## src/rtl/cpu_defs.sv

```systemverilog
// Shared CPU-side definitions for the uncached data-bus path.
//   dbus_state_e : responder state encoding
//   wbuf_entry_t : one posted uncached store (address, data, byte lanes)
//   is_pow2      : elaboration helper for buffer-depth sanity checks
package cpu_defs;

    typedef enum logic [2:0] {
        IDLE    = 3'd0,
        RD_REQ  = 3'd1,
        RD_WAIT = 3'd2,
        RD_DONE = 3'd3,
        WR_REQ  = 3'd4,
        WR_DONE = 3'd5,
        DRAIN   = 3'd6
    } dbus_state_e;

    typedef struct packed {
        logic [31:0] addr;
        logic [31:0] data;
        logic [3:0]  be;
    } wbuf_entry_t;

    function automatic logic is_pow2(input int unsigned v);
        return (v != 0) && ((v & (v - 1)) == 0);
    endfunction

endpackage

```

## src/rtl/uncached_wbuf.sv

```systemverilog
// Posted-store FIFO for uncached writes.
// Ports:
//   clk, rst_n        : clock, async active-low reset (empties the FIFO)
//   push, push_entry  : enqueue one store
//   pop               : dequeue the head (memory accepted it)
//   head              : oldest entry, valid while !empty
//   full, empty       : occupancy flags
// A push while full is accepted when a pop happens in the same cycle: the
// slot being vacated is the one being written.
module uncached_wbuf
    import cpu_defs::*;
#(
    parameter int DEPTH = 4
) (
    input  logic        clk,
    input  logic        rst_n,
    input  logic        push,
    input  wbuf_entry_t push_entry,
    input  logic        pop,
    output wbuf_entry_t head,
    output logic        full,
    output logic        empty
);

    localparam int AW = (DEPTH > 1) ? $clog2(DEPTH) : 1;
    localparam logic [AW:0] FULL_CNT = (AW + 1)'(DEPTH);

    wbuf_entry_t   store [DEPTH];
    logic [AW-1:0] wr_ptr;
    logic [AW-1:0] rd_ptr;
    logic [AW:0]   count;
    logic          push_ok;
    logic          pop_ok;

    assign full    = (count == FULL_CNT);
    assign empty   = (count == '0);
    assign pop_ok  = pop & ~empty;
    assign push_ok = push & (~full | pop_ok);
    assign head    = store[rd_ptr];

    // Storage carries no reset; validity is tracked by count alone.
    always_ff @(posedge clk) begin
        if (push_ok)
            store[wr_ptr] <= push_entry;
    end

    // DEPTH is a power of two, so pointers wrap naturally.
    always_ff @(posedge clk or negedge rst_n) begin
        if (!rst_n) begin
            wr_ptr <= '0;
            rd_ptr <= '0;
            count  <= '0;
        end else begin
            if (push_ok)
                wr_ptr <= wr_ptr + 1'b1;
            if (pop_ok)
                rd_ptr <= rd_ptr + 1'b1;
            case ({push_ok, pop_ok})
                2'b10:   count <= count + 1'b1;
                2'b01:   count <= count - 1'b1;
                default: count <= count;
            endcase
        end
    end

endmodule

```

## src/rtl/dbus_uncached_responder.sv

```systemverilog
// Uncached data-bus responder: turns CPU uncached loads/stores into a
// single-outstanding request/grant/response memory transaction.
// Build option: UNCACHED_WBUF_EN adds a posted write buffer (uncached_wbuf,
// WBUF_DEPTH entries). Without it every store is a blocking WR_REQ/WR_DONE
// round trip and WBUF_DEPTH has no effect.
// Ports:
//   clk, rst_n                          : clock, async active-low reset
//   dbus_read, dbus_write               : CPU request, held while dbus_stall
//   dbus_address/wrdata/byteenable      : CPU request payload
//   dbus_stall                          : request not yet complete
//   dbus_rddata                         : load data, valid as stall falls
//   mem_req, mem_we, mem_addr,
//   mem_wdata, mem_be                   : memory request (held until mem_gnt)
//   mem_gnt                             : memory accepted the request
//   mem_rvalid, mem_rdata               : read response
module dbus_uncached_responder
    import cpu_defs::*;
#(
    parameter int WBUF_DEPTH = 4
) (
    input  logic        clk,
    input  logic        rst_n,
    input  logic        dbus_read,
    input  logic        dbus_write,
    input  logic [31:0] dbus_address,
    input  logic [31:0] dbus_wrdata,
    input  logic [3:0]  dbus_byteenable,
    output logic        dbus_stall,
    output logic [31:0] dbus_rddata,
    output logic        mem_req,
    output logic        mem_we,
    output logic [31:0] mem_addr,
    output logic [31:0] mem_wdata,
    output logic [3:0]  mem_be,
    input  logic        mem_gnt,
    input  logic        mem_rvalid,
    input  logic [31:0] mem_rdata
);

    if (!is_pow2(WBUF_DEPTH) || WBUF_DEPTH < 2 || WBUF_DEPTH > 16) begin : g_bad_depth
        $error("WBUF_DEPTH must be a power of two in 2..16");
    end

    dbus_state_e state_q;
    dbus_state_e state_d;
    logic [31:0] rddata_q;
    logic        stall_c;
    logic        wr_pres;
    logic        rd_pres;

    // A simultaneous read+write is a write; the read is dropped.
    assign wr_pres = dbus_write;
    assign rd_pres = dbus_read & ~dbus_write;

`ifdef UNCACHED_WBUF_EN
    wbuf_entry_t wb_in;
    wbuf_entry_t wb_head;
    logic        wb_full;
    logic        wb_empty;
    logic        wb_issue;
    logic        wb_push;
    logic        wb_pop;
    logic        wb_hold_q;

    assign wb_in.addr = dbus_address;
    assign wb_in.data = dbus_wrdata;
    assign wb_in.be   = dbus_byteenable;

    // Background drain runs in IDLE while no read is presented. A buffer
    // request already on the bus but not yet granted is kept up even if a
    // read shows up, so mem_req never drops before mem_gnt.
    assign wb_issue = ~wb_empty &
                      (((state_q == IDLE) & (~rd_pres | wb_hold_q)) |
                       (state_q == DRAIN));
    assign wb_pop   = wb_issue & mem_gnt;
    assign wb_push  = (state_q == IDLE) & wr_pres & (~wb_full | wb_pop);

    always_ff @(posedge clk or negedge rst_n) begin
        if (!rst_n)
            wb_hold_q <= 1'b0;
        else
            wb_hold_q <= wb_issue & ~mem_gnt;
    end

    uncached_wbuf #(
        .DEPTH(WBUF_DEPTH)
    ) u_wbuf (
        .clk        (clk),
        .rst_n      (rst_n),
        .push       (wb_push),
        .push_entry (wb_in),
        .pop        (wb_pop),
        .head       (wb_head),
        .full       (wb_full),
        .empty      (wb_empty)
    );
`endif

    always_ff @(posedge clk or negedge rst_n) begin
        if (!rst_n) begin
            state_q  <= IDLE;
            rddata_q <= '0;
        end else begin
            state_q <= state_d;
            if (state_q == RD_WAIT && mem_rvalid)
                rddata_q <= mem_rdata;
        end
    end

    always_comb begin
        state_d   = state_q;
        stall_c   = 1'b0;
        mem_req   = 1'b0;
        mem_we    = 1'b0;
        mem_addr  = '0;
        mem_wdata = '0;
        mem_be    = '0;

        case (state_q)
            IDLE: begin
                if (wr_pres) begin
`ifdef UNCACHED_WBUF_EN
                    stall_c = ~wb_push;
`else
                    stall_c = 1'b1;
                    state_d = WR_REQ;
`endif
                end else if (rd_pres) begin
                    stall_c = 1'b1;
`ifdef UNCACHED_WBUF_EN
                    state_d = wb_empty ? RD_REQ : DRAIN;
`else
                    state_d = RD_REQ;
`endif
                end
            end
            RD_REQ: begin
                stall_c  = 1'b1;
                mem_req  = 1'b1;
                mem_addr = dbus_address;
                if (mem_gnt)
                    state_d = RD_WAIT;
            end
            RD_WAIT: begin
                stall_c = 1'b1;
                if (mem_rvalid)
                    state_d = RD_DONE;
            end
            // The held read is complete here; IDLE next cycle will not see
            // it as a new request because the CPU advances on stall=0.
            RD_DONE: begin
                state_d = IDLE;
            end
            WR_REQ: begin
                stall_c   = 1'b1;
                mem_req   = 1'b1;
                mem_we    = 1'b1;
                mem_addr  = dbus_address;
                mem_wdata = dbus_wrdata;
                mem_be    = dbus_byteenable;
                if (mem_gnt)
                    state_d = WR_DONE;
            end
            WR_DONE: begin
                state_d = IDLE;
            end
            DRAIN: begin
                stall_c = 1'b1;
`ifdef UNCACHED_WBUF_EN
                if (wb_empty)
                    state_d = RD_REQ;
`else
                state_d = RD_REQ;
`endif
            end
            default: begin
                state_d = IDLE;
            end
        endcase

`ifdef UNCACHED_WBUF_EN
        if (wb_issue) begin
            mem_req   = 1'b1;
            mem_we    = 1'b1;
            mem_addr  = wb_head.addr;
            mem_wdata = wb_head.data;
            mem_be    = wb_head.be;
        end
`endif
    end

    // While reset is held a presented request must not show as a stall.
    assign dbus_stall  = stall_c & rst_n;
    assign dbus_rddata = rddata_q;

endmodule

```

## config.mk

```make
export PLATFORM = sky130hd
export DESIGN_NAME = dbus_uncached_responder
export DESIGN_NICKNAME = d
export VERILOG_FILES = /design/src/rtl/cpu_defs.sv /design/src/rtl/uncached_wbuf.sv /design/src/rtl/dbus_uncached_responder.sv
export SDC_FILE = /design/constraint.sdc
export NUM_CORES = 1
export LEC_CHECK = 0
export BUFFER_PORTS_ARGS = -buffer_cell sky130_fd_sc_hd__buf_4
export CAP_MARGIN = 20
export CORE_AREA = 2 2 82 84
export DETAILED_ROUTE_END_ITERATION = 7
export DIE_AREA = 0 0 84 86
export GPL_TIMING_DRIVEN = 0
export PLACE_DENSITY = 0.72
export RECOVER_POWER = 100
export SKIP_CTS_REPAIR_TIMING = 1
export SLEW_MARGIN = 20
export SYNTH_ARGS = -nofsm -noshare
export SYNTH_HDL_FRONTEND = slang
export SYNTH_SLANG_ARGS = --single-unit
```

## constraint.sdc

```tcl
create_clock -name clk -period 2.7 [get_ports clk]
set_input_delay 0.405 -clock clk [delete_from_list [all_inputs] [get_ports clk]]
set_output_delay 0.405 -clock clk [all_outputs]
set_load 0.01 [all_outputs]
```

==> results_dict.tcl <==
set metrics [dict create \
    rsz0062_at_grt "false" \
    grt_pass1_vias 1980 \
    wire_per_inst_um 13.6 \
    n_antenna_cell 0 \
    r2r_end "dbus_rddata[18]$_DFFE_PN0P_" \
    avgSynthCellArea_sq_um 11.2 \
    status "complete, no violations" \
    hold_class "primary input to asynchronous set/reset pin" \
    antenna_left 0 \
    start_util_pct 30.0 \
    cts-buffers-inserted 5 \
    hold_slack_ns 0.0721 \
    fin_nets 490 \
    dp_hpwl_mm 5.30 \
    r2r_cells 5 \
    crit_path_start_kind "flip-flop" \
    maxCapViolCount 0 \
    io_pins 209 \
    root_buffer "clkbuf_8" \
    relSlewSlack_pct 56.1 \
    drt-initial-drc-count 25 \
    max_freq_mhz 425 \
    critPathMaxStageDelay_ns 0.48 \
    clkSlewWorstSetupHoldPaths_ns 0.07 \
    crit_chain "buf_2, nor3b_2, clkbuf_1, and2_1, clkbuf_1" \
    crit_type "flip-flop to primary output" \
    final.fill_count 605 \
    layout_commonest_cell "buf_4" \
    regToRegStartpoint "state_q[0]$_DFFE_PN0P_" \
    cts_tree "built" \
    grt_max_degree 37 \
    endpoint_kind "primary output" \
    power.leakage_uw 0.00167 \
    fp.dieH_um 86 \
    finalInstanceArea_sq_um 3400 \
    utilization_pct 54.2 \
    cpMostUsedCell "clkbuf_1" \
    syn2layout_area_growth_pct 80.4 \
    dpl_cell_area_sq_um 3540 \
    via_count 1961 \
    wl_mm 6.28 \
    skew_ns 0.00412 \
    ys_ff_latch 35 \
    powerDensity_nw_per_um2 983 \
    drive_gt1_share_pct 51.2 \
    die_w_um 84 \
    layout_common_cells "buf_4 (159), clkbuf_1 (59), and2_0 (51)" \
    period_minus_slack_ns 2.36 \
    num_rows 29 \
    tightest_slew_ns 0.657 \
    cts.sinks 35 \
    grt_use_total_pct 16.7 \
    portBuffers 208 \
    ys_warn_count 0 \
    hold_violations 0 \
    ys_seq_area_share_pct 46.4 \
    reg2reg_slack_ns 0.46 \
    finalSetupViolCount 0 \
    finalSetupTns_ns 0 \
    drcViolationCount 0 \
    cp-endpoint "mem_wdata[6]" \
    mappedNetlistArea_sq_um 1890 \
    vias_per_cell 4.24 \
    slowest_stage "nor3b_2" \
    worstPathArrival_ns 1.95 \
    antenna_found_initial 0 \
    core-area_sq_um 6280 \
    dr.pass1.iters 4 \
    cp_data_required_time_ns 2.30 \
    place.gp.congestion 0.727 \
    overflow 0 \
    post-route-period-util_pct 87.2 \
    design.die.area_sq_um 7220 \
    ir_drop_uv 460 \
    grt_pass1_wl_mm 9.69 \
    crit_path_max_fanout 10 \
    htree_levels 2 \
    crit_start "state_q[1]$_DFFE_PN0P_" \
    clock_tree.buffer_depth 2 \
    synth.net_count 275 \
    clk_latency_ns 0.28 \
    slew_violations 0 \
    ys_types 20 \
    syn_inst 169 \
]
-- layout make-up --
cell class	count	area, sq um	area share, %
repair buffers	208	1380	40.5
multi-input cells	122	911	26.8
flip-flops and latches	35	876	25.8
well taps	77	96.3	2.83
clock buffers	6	72.6	2.13
plain buffers	12	55.1	1.62
clock inverters	2	12.5	0.368
-- flip-flops by register name, indices dropped and copies added, names as in the netlist --
register,flops
state_q,3
dbus_rddata,32
-- worst max-delay path, delay by kind of cell (launching register included) --
family	cells	cell delay (ns)
buf+inv	3	0.67
simple gates	2	0.65
flops	1	0.35
-- per-layer routing --
metal,routed length [um],track usage (%)
met4,85,4.40
met5,0,0
met2,3360,30.5
met1,2320,19.4
met3,521,4.52
-- kinds of logic (layout without fill, tap and decap cells) --
family	after synthesis	in the layout	share of synthesized area, %
mux	32	32	19.1
simple gates	83	83	27.9
xor+xnor	1	1	0.465
compound gates	6	6	1.86
buf+inv	12	228	4.25
flops	35	35	46.4
-- Yosys cell counts --
| library cell | n | area, sq um |
|---|---|---|
| nor3_1 | 2 | 10.0 |
| buf_2 | 4 | 20.0 |
| o211a_1 | 1 | 10.0 |
| o21ai_0 | 2 | 10.0 |
| clkbuf_1 | 4 | 15.0 |
| nor3b_4 | 1 | 18.8 |
| mux2_1 | 6 | 67.6 |
| mux2_2 | 26 | 293 |
| nand2b_1 | 1 | 6.26 |
| and2_1 | 68 | 425 |
| dfrtp_1 | 35 | 876 |
| nor2_1 | 5 | 18.8 |
| a21oi_1 | 3 | 15.0 |
| nand2_1 | 2 | 7.51 |
| xnor2_1 | 1 | 8.76 |
| buf_6 | 4 | 45.0 |
| nor2b_1 | 1 | 6.26 |
| nor3b_2 | 1 | 12.5 |
| or2_2 | 1 | 6.26 |
| nand2b_4 | 1 | 13.8 |
-- metrics by stage --
stage,instances,power (uW),worst slack [ns]
after floorplan,169,2070,1.04
after global placement,454,3310,0.670
after detailed placement,454,3360,0.659
after CTS,462,3730,0.345
after global routing,462,3620,0.127
final,462,3340,0.345
-- worst min path at each step --
| stage | depth (start not counted) | from | slack, ns | end |
|---|---|---|---|---|
| finish | 1 | rst_n | 0.07 | dbus_rddata[6]$_DFFE_PN0P_ |
| global route | 1 | rst_n | 0.1 | dbus_rddata[26]$_DFFE_PN0P_ |
| CTS | 1 | rst_n | 0.07 | dbus_rddata[26]$_DFFE_PN0P_ |
| detailed placement | 1 | rst_n | 0.39 | dbus_rddata[6]$_DFFE_PN0P_ |
| global placement | 1 | rst_n | 0.39 | dbus_rddata[8]$_DFFE_PN0P_ |
| floorplan | 0 | rst_n | 0.11 | dbus_rddata[0]$_DFFE_PN0P_ |
-- power breakdown --
group / internal (uW) / leakage [uW] / switching, uW
Sequential: 784 / 0.000427 / 110
Clock: 180 / 0.0000412 / 182
Combinational: 1030 / 0.00120 / 1060
Total: 1990 / 0.00167 / 1350
Power figures use the tool's default switching activity.
